==> config.mk <==
export PLATFORM = sky130hd
export DESIGN_NAME = param_data_cache
export DESIGN_NICKNAME = d
export VERILOG_FILES = /design/src/rtl/cache_pkg.sv /design/src/rtl/cache_line_store.sv /design/src/rtl/param_data_cache.sv
export SDC_FILE = /design/constraint.sdc
export NUM_CORES = 2
export LEC_CHECK = 0
export BUFFER_PORTS_ARGS = -buffer_cell sky130_fd_sc_hd__buf_4
export CORE_MARGIN = 2
export CORE_UTILIZATION = 30
export CTS_CLUSTER_DIAMETER = 30
export CTS_CLUSTER_SIZE = 8
export DETAILED_ROUTE_END_ITERATION = 10
export PLACE_DENSITY_LB_ADDON = 0.2
export REMOVE_ABC_BUFFERS = 1
export SLEW_MARGIN = 20
export SYNTH_ARGS = -nofsm -noshare
export SYNTH_HDL_FRONTEND = slang
export SYNTH_HIERARCHICAL = 1
export SYNTH_SLANG_ARGS = --single-unit
==> constraint.sdc <==
create_clock -name clka -period 13.4 [get_ports clka]
set_clock_uncertainty 0.1 [all_clocks]
set_input_delay 4.02 -clock clka [delete_from_list [all_inputs] [get_ports clka]]
set_output_delay 4.02 -clock clka [all_outputs]
set_load 0.01 [all_outputs]
==> src/rtl/cache_pkg.sv <==
// Shared definitions for the parametrised data cache: controller states and
// the tag-width derivation used by the top level and the line store.
package cache_pkg;

   typedef enum logic [2:0] {
      S_IDLE,
      S_COMPARE,
      S_WRITEBACK,
      S_FILL,
      S_FLUSH_SCAN,
      S_FLUSH_WB
   } state_e;

   function automatic int tag_width(input int addr_w, input int index_w);
      return addr_w - index_w;
   endfunction

endpackage

==> src/rtl/cache_line_store.sv <==
// Tag and data arrays of the cache: one synchronous-write, registered-read port.
// Left without reset so the arrays map onto block RAM.
module cache_line_store #(
   parameter int INDEX_W = 6,
   parameter int TAG_W   = 7,
   parameter int DATA_W  = 32
) (
   input  logic               clk_i,
   input  logic               we_i,
   input  logic [INDEX_W-1:0] idx_i,
   input  logic [TAG_W-1:0]   tag_i,
   input  logic [DATA_W-1:0]  data_i,
   output logic [TAG_W-1:0]   tag_o,
   output logic [DATA_W-1:0]  data_o
);

   logic [TAG_W+DATA_W-1:0] mem_q [2**INDEX_W];
   logic [TAG_W+DATA_W-1:0] rd_q;

   always_ff @(posedge clk_i) begin
      if (we_i) begin
         mem_q[idx_i] <= {tag_i, data_i};
      end
      rd_q <= mem_q[idx_i];
   end

   assign tag_o  = rd_q[TAG_W+DATA_W-1:DATA_W];
   assign data_o = rd_q[DATA_W-1:0];

endmodule

==> src/rtl/param_data_cache.sv <==
// Direct-mapped, write-back, write-allocate data cache with one-word lines,
// a request/acknowledge memory port, full flush and saturating hit/miss counters.
module param_data_cache
   import cache_pkg::*;
#(
   parameter int ADDR_W  = 13,
   parameter int DATA_W  = 32,
   parameter int INDEX_W = 6,
   parameter int CNT_W   = 16
) (
   input  logic              clka,
   input  logic              rsta,
   input  logic              ena,
   input  logic              wea,
   input  logic [ADDR_W-1:0] addra,
   input  logic [DATA_W-1:0] dina,
   output logic [DATA_W-1:0] douta,
   output logic              ready,
   output logic              done,
   input  logic              flush,
   output logic              mem_req,
   output logic              mem_we,
   output logic [ADDR_W-1:0] mem_addr,
   output logic [DATA_W-1:0] mem_wdata,
   input  logic [DATA_W-1:0] mem_rdata,
   input  logic              mem_ack,
   output logic [CNT_W-1:0]  hit_count,
   output logic [CNT_W-1:0]  miss_count
);

   localparam int TAG_W = tag_width(ADDR_W, INDEX_W);
   localparam int LINES = 1 << INDEX_W;

   state_e             state_q, state_d;
   logic [LINES-1:0]   valid_q, valid_d, dirty_q, dirty_d;
   logic [INDEX_W-1:0] scan_q, scan_d;
   logic               done_q, done_d;
   logic [DATA_W-1:0]  douta_q, douta_d;
   logic               mem_req_q, mem_req_d, mem_we_q, mem_we_d;
   logic [ADDR_W-1:0]  mem_addr_q, mem_addr_d;
   logic [DATA_W-1:0]  mem_wdata_q, mem_wdata_d;
   logic [CNT_W-1:0]   hit_q, hit_d, miss_q, miss_d;

   logic [ADDR_W-1:0]  addr_q;
   logic               we_q;
   logic [DATA_W-1:0]  din_q;

   logic               ram_we;
   logic [INDEX_W-1:0] ram_idx;
   logic [TAG_W-1:0]   ram_wtag, ram_rtag;
   logic [DATA_W-1:0]  ram_wdata, ram_rdata;

   logic [INDEX_W-1:0] cidx;
   logic [TAG_W-1:0]   ctag;
   logic               accept, ack, hit, store_line;

   function automatic logic [CNT_W-1:0] sat_inc(input logic [CNT_W-1:0] c);
      return (&c) ? c : c + 1'b1;
   endfunction

   assign cidx   = addr_q[INDEX_W-1:0];
   assign ctag   = addr_q[ADDR_W-1:INDEX_W];
   assign ready  = (state_q == S_IDLE) && !rsta;
   assign accept = ready && ena && !flush;
   assign ack    = mem_ack && mem_req_q;
   assign hit    = valid_q[cidx] && (ram_rtag == ctag);

   always_comb begin
      state_d     = state_q;
      valid_d     = valid_q;
      dirty_d     = dirty_q;
      scan_d      = scan_q;
      done_d      = 1'b0;
      douta_d     = douta_q;
      mem_req_d   = mem_req_q;
      mem_we_d    = mem_we_q;
      mem_addr_d  = mem_addr_q;
      mem_wdata_d = mem_wdata_q;
      hit_d       = hit_q;
      miss_d      = miss_q;
      ram_we      = 1'b0;
      ram_idx     = cidx;
      ram_wtag    = ctag;
      ram_wdata   = din_q;
      store_line  = 1'b0;

      unique case (state_q)
         S_IDLE: begin
            // The line is read on the accept edge so COMPARE sees it one cycle later.
            ram_idx = addra[INDEX_W-1:0];
            if (flush) begin
               state_d = S_FLUSH_SCAN;
               scan_d  = '0;
               ram_idx = '0;
            end else if (ena) begin
               state_d = S_COMPARE;
            end
         end
         S_COMPARE: begin
            if (hit) begin
               hit_d = sat_inc(hit_q);
               if (we_q) begin
                  store_line = 1'b1;
               end else begin
                  douta_d = ram_rdata;
                  done_d  = 1'b1;
                  state_d = S_IDLE;
               end
            end else begin
               miss_d = sat_inc(miss_q);
               if (valid_q[cidx] && dirty_q[cidx]) begin
                  state_d     = S_WRITEBACK;
                  mem_req_d   = 1'b1;
                  mem_we_d    = 1'b1;
                  mem_addr_d  = {ram_rtag, cidx};
                  mem_wdata_d = ram_rdata;
               end else if (we_q) begin
                  store_line = 1'b1;
               end else begin
                  state_d    = S_FILL;
                  mem_req_d  = 1'b1;
                  mem_we_d   = 1'b0;
                  mem_addr_d = addr_q;
               end
            end
         end
         S_WRITEBACK: begin
            if (ack) begin
               mem_req_d = 1'b0;
               if (we_q) begin
                  store_line = 1'b1;
               end else begin
                  state_d    = S_FILL;
                  mem_req_d  = 1'b1;
                  mem_we_d   = 1'b0;
                  mem_addr_d = addr_q;
               end
            end
         end
         S_FILL: begin
            if (ack) begin
               mem_req_d     = 1'b0;
               ram_we        = 1'b1;
               ram_wdata     = mem_rdata;
               valid_d[cidx] = 1'b1;
               dirty_d[cidx] = 1'b0;
               douta_d       = mem_rdata;
               done_d        = 1'b1;
               state_d       = S_IDLE;
            end
         end
         S_FLUSH_SCAN: begin
            if (valid_q[scan_q] && dirty_q[scan_q]) begin
               state_d     = S_FLUSH_WB;
               mem_req_d   = 1'b1;
               mem_we_d    = 1'b1;
               mem_addr_d  = {ram_rtag, scan_q};
               mem_wdata_d = ram_rdata;
            end else if (&scan_q) begin
               valid_d = '0;
               dirty_d = '0;
               done_d  = 1'b1;
               state_d = S_IDLE;
            end else begin
               scan_d = scan_q + 1'b1;
            end
            // Address the store with the next scan index so its data is ready on arrival.
            ram_idx = scan_d;
         end
         S_FLUSH_WB: begin
            ram_idx = scan_q;
            if (ack) begin
               mem_req_d       = 1'b0;
               dirty_d[scan_q] = 1'b0;
               state_d         = S_FLUSH_SCAN;
            end
         end
         default: state_d = S_IDLE;
      endcase

      if (store_line) begin
         ram_we        = 1'b1;
         valid_d[cidx] = 1'b1;
         dirty_d[cidx] = 1'b1;
         done_d        = 1'b1;
         state_d       = S_IDLE;
      end
   end

   always_ff @(posedge clka or posedge rsta) begin
      if (rsta) begin
         state_q     <= S_IDLE;
         valid_q     <= '0;
         dirty_q     <= '0;
         scan_q      <= '0;
         done_q      <= 1'b0;
         douta_q     <= '0;
         mem_req_q   <= 1'b0;
         mem_we_q    <= 1'b0;
         mem_addr_q  <= '0;
         mem_wdata_q <= '0;
         hit_q       <= '0;
         miss_q      <= '0;
      end else begin
         state_q     <= state_d;
         valid_q     <= valid_d;
         dirty_q     <= dirty_d;
         scan_q      <= scan_d;
         done_q      <= done_d;
         douta_q     <= douta_d;
         mem_req_q   <= mem_req_d;
         mem_we_q    <= mem_we_d;
         mem_addr_q  <= mem_addr_d;
         mem_wdata_q <= mem_wdata_d;
         hit_q       <= hit_d;
         miss_q      <= miss_d;
      end
   end

   always_ff @(posedge clka) begin
      if (accept) begin
         addr_q <= addra;
         we_q   <= wea;
         din_q  <= dina;
      end
   end

   cache_line_store #(
      .INDEX_W (INDEX_W),
      .TAG_W   (TAG_W),
      .DATA_W  (DATA_W)
   ) u_store (
      .clk_i  (clka),
      .we_i   (ram_we),
      .idx_i  (ram_idx),
      .tag_i  (ram_wtag),
      .data_i (ram_wdata),
      .tag_o  (ram_rtag),
      .data_o (ram_rdata)
   );

   assign douta      = douta_q;
   assign done       = done_q;
   assign mem_req    = mem_req_q;
   assign mem_we     = mem_we_q;
   assign mem_addr   = mem_addr_q;
   assign mem_wdata  = mem_wdata_q;
   assign hit_count  = hit_q;
   assign miss_count = miss_q;

endmodule

==> results.json <==
{
  "antenna_found_initial": 31,
  "worst_pin_slew_ns": 1.19,
  "sw_frac_of_total_pct": 40.0,
  "max-cap-violations": 0,
  "slew_viol_final": 0,
  "drt_iter0_drc": 9706,
  "clkPwrFrac_pct": 35.9,
  "cp.required_ns": 14.24,
  "min_path_type": "reg2reg",
  "cts_tree": "yes",
  "grt_first_pass_wirelength_um": 594000,
  "firstDrtPassIters": 6,
  "intPower_w": 0.0238,
  "ys_ff_latch": 2830,
  "hold_depth": 1,
  "clk_latency_ns": 1.01,
  "place_congestion": 0.872,
  "ctsHoldBuffers": 0,
  "cts_sinks": 2830,
  "rsz0062_at_grt": "no",
  "ios": 196,
  "tns_ns": 0,
  "max_slew_margin_pct": 19.7,
  "finalInstanceArea_sq_um": 139000,
  "setup_ws_ns": 4.56,
  "fin_util_pct": 37.6,
  "r2r_setup_slack_ns": 4.85,
  "core_area_sq_um": 369000,
  "synth_top_area_share_pct": 68.5,
  "yosysSeqAreaShare_pct": 74.8,
  "power_w": 0.0397,
  "cp-end-kind": "register",
  "cp-start-kind": "input pin",
  "fillers": 34200,
  "multi_input_area_sq_um": 26200,
  "postSynthAreaPerCell_sq_um": 15.9,
  "overflow": 0,
  "power_frac_comb_pct": 37.9,
  "dieArea_sq_um": 376000,
  "ant_nets": 0,
  "final_layout_size_suffix_gt1_share_pct": 20.3,
  "grt_pass1_vias": 72100,
  "final-hold-violation-count": 0,
  "post_cts_buffers": 0,
  "synth_area_leaders": "edfxtp_1 69%, dfrtp_1 5.6%, a221oi_1 4.3%",
  "syn_inst": 7019,
  "cts_made_buffers": 585,
  "fp.dieH_um": 613,
  "grt_max_degree": 118,
  "ctsResizeCount": 0,
  "row_count": 223,
  "fp.dieW_um": 613,
  "dp_slack_ns": 3.70,
  "htreeDepth": 6,
  "p_switching_w": 0.0159,
  "critPathKind": "in2reg",
  "clk_pin_slew_ns": 0.04,
  "power_density_nw_per_um2": 286,
  "grt_use_total_pct": 22.3,
  "vdd_drop_max_mv": 0.343,
  "syn_area_sq_um": 111000,
  "yosysTopAreaCell": "edfxtp_1",
  "synthToLayoutAreaGrowth_pct": 24.5,
  "port_buffers": 195,
  "yosysWarnings": 6,
  "max_freq_mhz": 113,
  "p_seq_share_pct": 26.2,
  "cts.path.max_buffers": 4,
  "initial_utilization_pct": 30.2,
  "drc_errors": 0,
  "yosysUniqueCellTypes": 92,
  "routedWlPerCell_um": 33.4,
  "p_leak_nw": 46.1,
  "reg2reg_depth": 18,
  "synth_edf_count": 2542,
  "status": "finished clean",
  "synthArstFlopShare_pct": 8.80,
  "wl_um": 430000,
  "seq_area_sq_um": 83300,
  "vias": 73600,
  "cts_root_buf": "clkbuf_16",
  "arrival_ns": 9.68,
  "synth_top_flop_cell": "edfxtp_1",
  "crit_fanout": 104,
  "dpl.hpwl_um": 249000,
  "finalSetupViolCount": 0,
  "final_nets": 7548,
  "finalCritPeriodShare_pct": 66.0,
  "placedInstanceArea_sq_um": 119000,
  "viasPerCell": 5.71,
  "timing.final.crit_period_ns": 8.84
}
[layout by cell type, fill, tap and decap left out, types with 22 or more instances in the layout]
master	Yosys	routed
clkinv_2	0	99
nand4_1	27	27
bufinv_16	0	62
o21ai_0	252	250
o22ai_1	274	274
clkbuf_1	248	96
dfrtp_1	249	248
nor2_1	527	458
a31oi_1	22	22
clkbuf_16	0	600
nor2_4	0	69
o31ai_1	34	34
mux2i_1	266	266
a22o_1	56	56
a22oi_1	404	404
mux2_1	30	30
edfxtp_1	2542	2542
mux2_4	0	28
clkbuf_8	0	31
nand3_1	59	57
buf_4	30	383
mux2_2	135	107
clkinv_1	1	76
mux4_2	41	41
clkinvlp_4	0	27
a21oi_1	198	196
xor2_1	23	23
nand2_1	216	210
nor3_1	69	69
dfxtp_1	39	39
a221oi_1	549	549
o21ai_1	66	68
[per-layer routing]
layer | track usage [%] | vias to the layer above | routed length (um)
met3 | 4.43 | 713 | 39700
met5 | 0 | - | 102
met4 | 7.38 | 16 | 14300
met2 | 35.0 | 4203 | 198000
met1 | 30.7 | 38900 | 178000
li1 | - | 29800 | -
[final timing paths]
| kind | start | endpoint |
|---|---|---|
| max | flush | u_store/rd_q[9] |
| min | miss_count[9] | miss_count[9] |
| max reg2reg | scan_q[2] | u_store/mem_q[62][7] |
| min reg2reg | miss_count[9] | miss_count[9] |
| max in group asynchronous | rsta | mem_wdata[12] |
| min in group asynchronous | rsta | dirty_q[25] |
[power by group through the flow]
stage,combinational [W],sequential (W),clock (W)
after floorplan,0.00805,0.0104,0
after global placement,0.0148,0.0105,0
after detailed placement,0.0148,0.0105,0
after CTS,0.0148,0.0104,0.0144
after global routing,0.0155,0.0104,0.0149
final,0.0150,0.0104,0.0142
[critical path, stage by stage]
cell and delay (ns):
buf_4 0.15, nor2_1 0.47, a21oi_1 0.16, a21oi_1 0.22, o32a_1 0.17, o31a_2 0.16, buf_12 0.54, buf_4 0.64
and2_4 0.70, buf_12 0.44, a22oi_1 0.14, o221ai_1 0.21, a21oi_1 0.08, o21ai_0 0.95, or4_1 0.23
[registers in the layout, summed over array words and instances (netlist names), 3 cells and up]
name and flops:
scan_q 6, state_q 3, dirty_q 64, mem_addr 13, u_store/rd_q 39, hit_count 16, mem_wdata 32, valid_q 64
douta 32, miss_count 16, u_store/mem_q 2496, addr_q 13, din_q 32
[cell type report]
type,instances,share of cell area (%)
Clock buffer,727,11.4
Clock inverter,322,2.69
Tap cell,4950,4.47
Timing Repair Buffer,404,2.38
Antenna cell,13,0.0235
Inverter,19,0.0677
Sequential cell,2830,60.1
Multi-Input combinational cell,3622,18.9
[cell usage after synthesis, types with 13 or more instances]
cell type / count
o21ai_1: 66
and3_1: 16
a31oi_1: 22
mux2i_1: 266
a22oi_1: 404
dfrtp_1: 249
o22ai_1: 274
nand2_1: 216
dfxtp_1: 39
xnor2_1: 15
clkbuf_1: 248
nor4_1: 16
o211ai_1: 15
a21oi_1: 198
o221ai_1: 19
o31ai_1: 34
buf_1: 54
o21ai_0: 252
buf_6: 26
mux2_1: 30
nand4_1: 27
and4_1: 14
a221oi_1: 549
nand3_1: 59
nor2b_1: 24
o22a_1: 13
or2_2: 13
mux4_2: 41
a22o_1: 56
nor3_1: 69
xor2_1: 23
buf_4: 30
a211oi_1: 19
nor2_1: 527
a222oi_1: 19
mux2_2: 135
buf_2: 190
edfxtp_1: 2542
[through the flow]
step	std cells	hold WS, ns
CTS	12900	0.393
finish	12900	0.389
detailed placement	11800	0.386
floorplan	6471	0.361
global placement	11800	0.378
global route	12900	0.418
[cells by family (layout without fill, tap and decap cells)]
logic type	after synthesis	count (layout)	synth area share, %
muxes	472	472	4.89
buffers and inverters	567	1472	2.40
and+or+nand+nor	1054	1054	4.23
xor gates and xnor gates	38	38	0.299
adders and majority gates	3	3	0.0337
other	0	13	0
AOI/OAI and AO/OA	2055	2055	13.3
DFF	2830	2830	74.8
(Power assumes the default switching activity.)
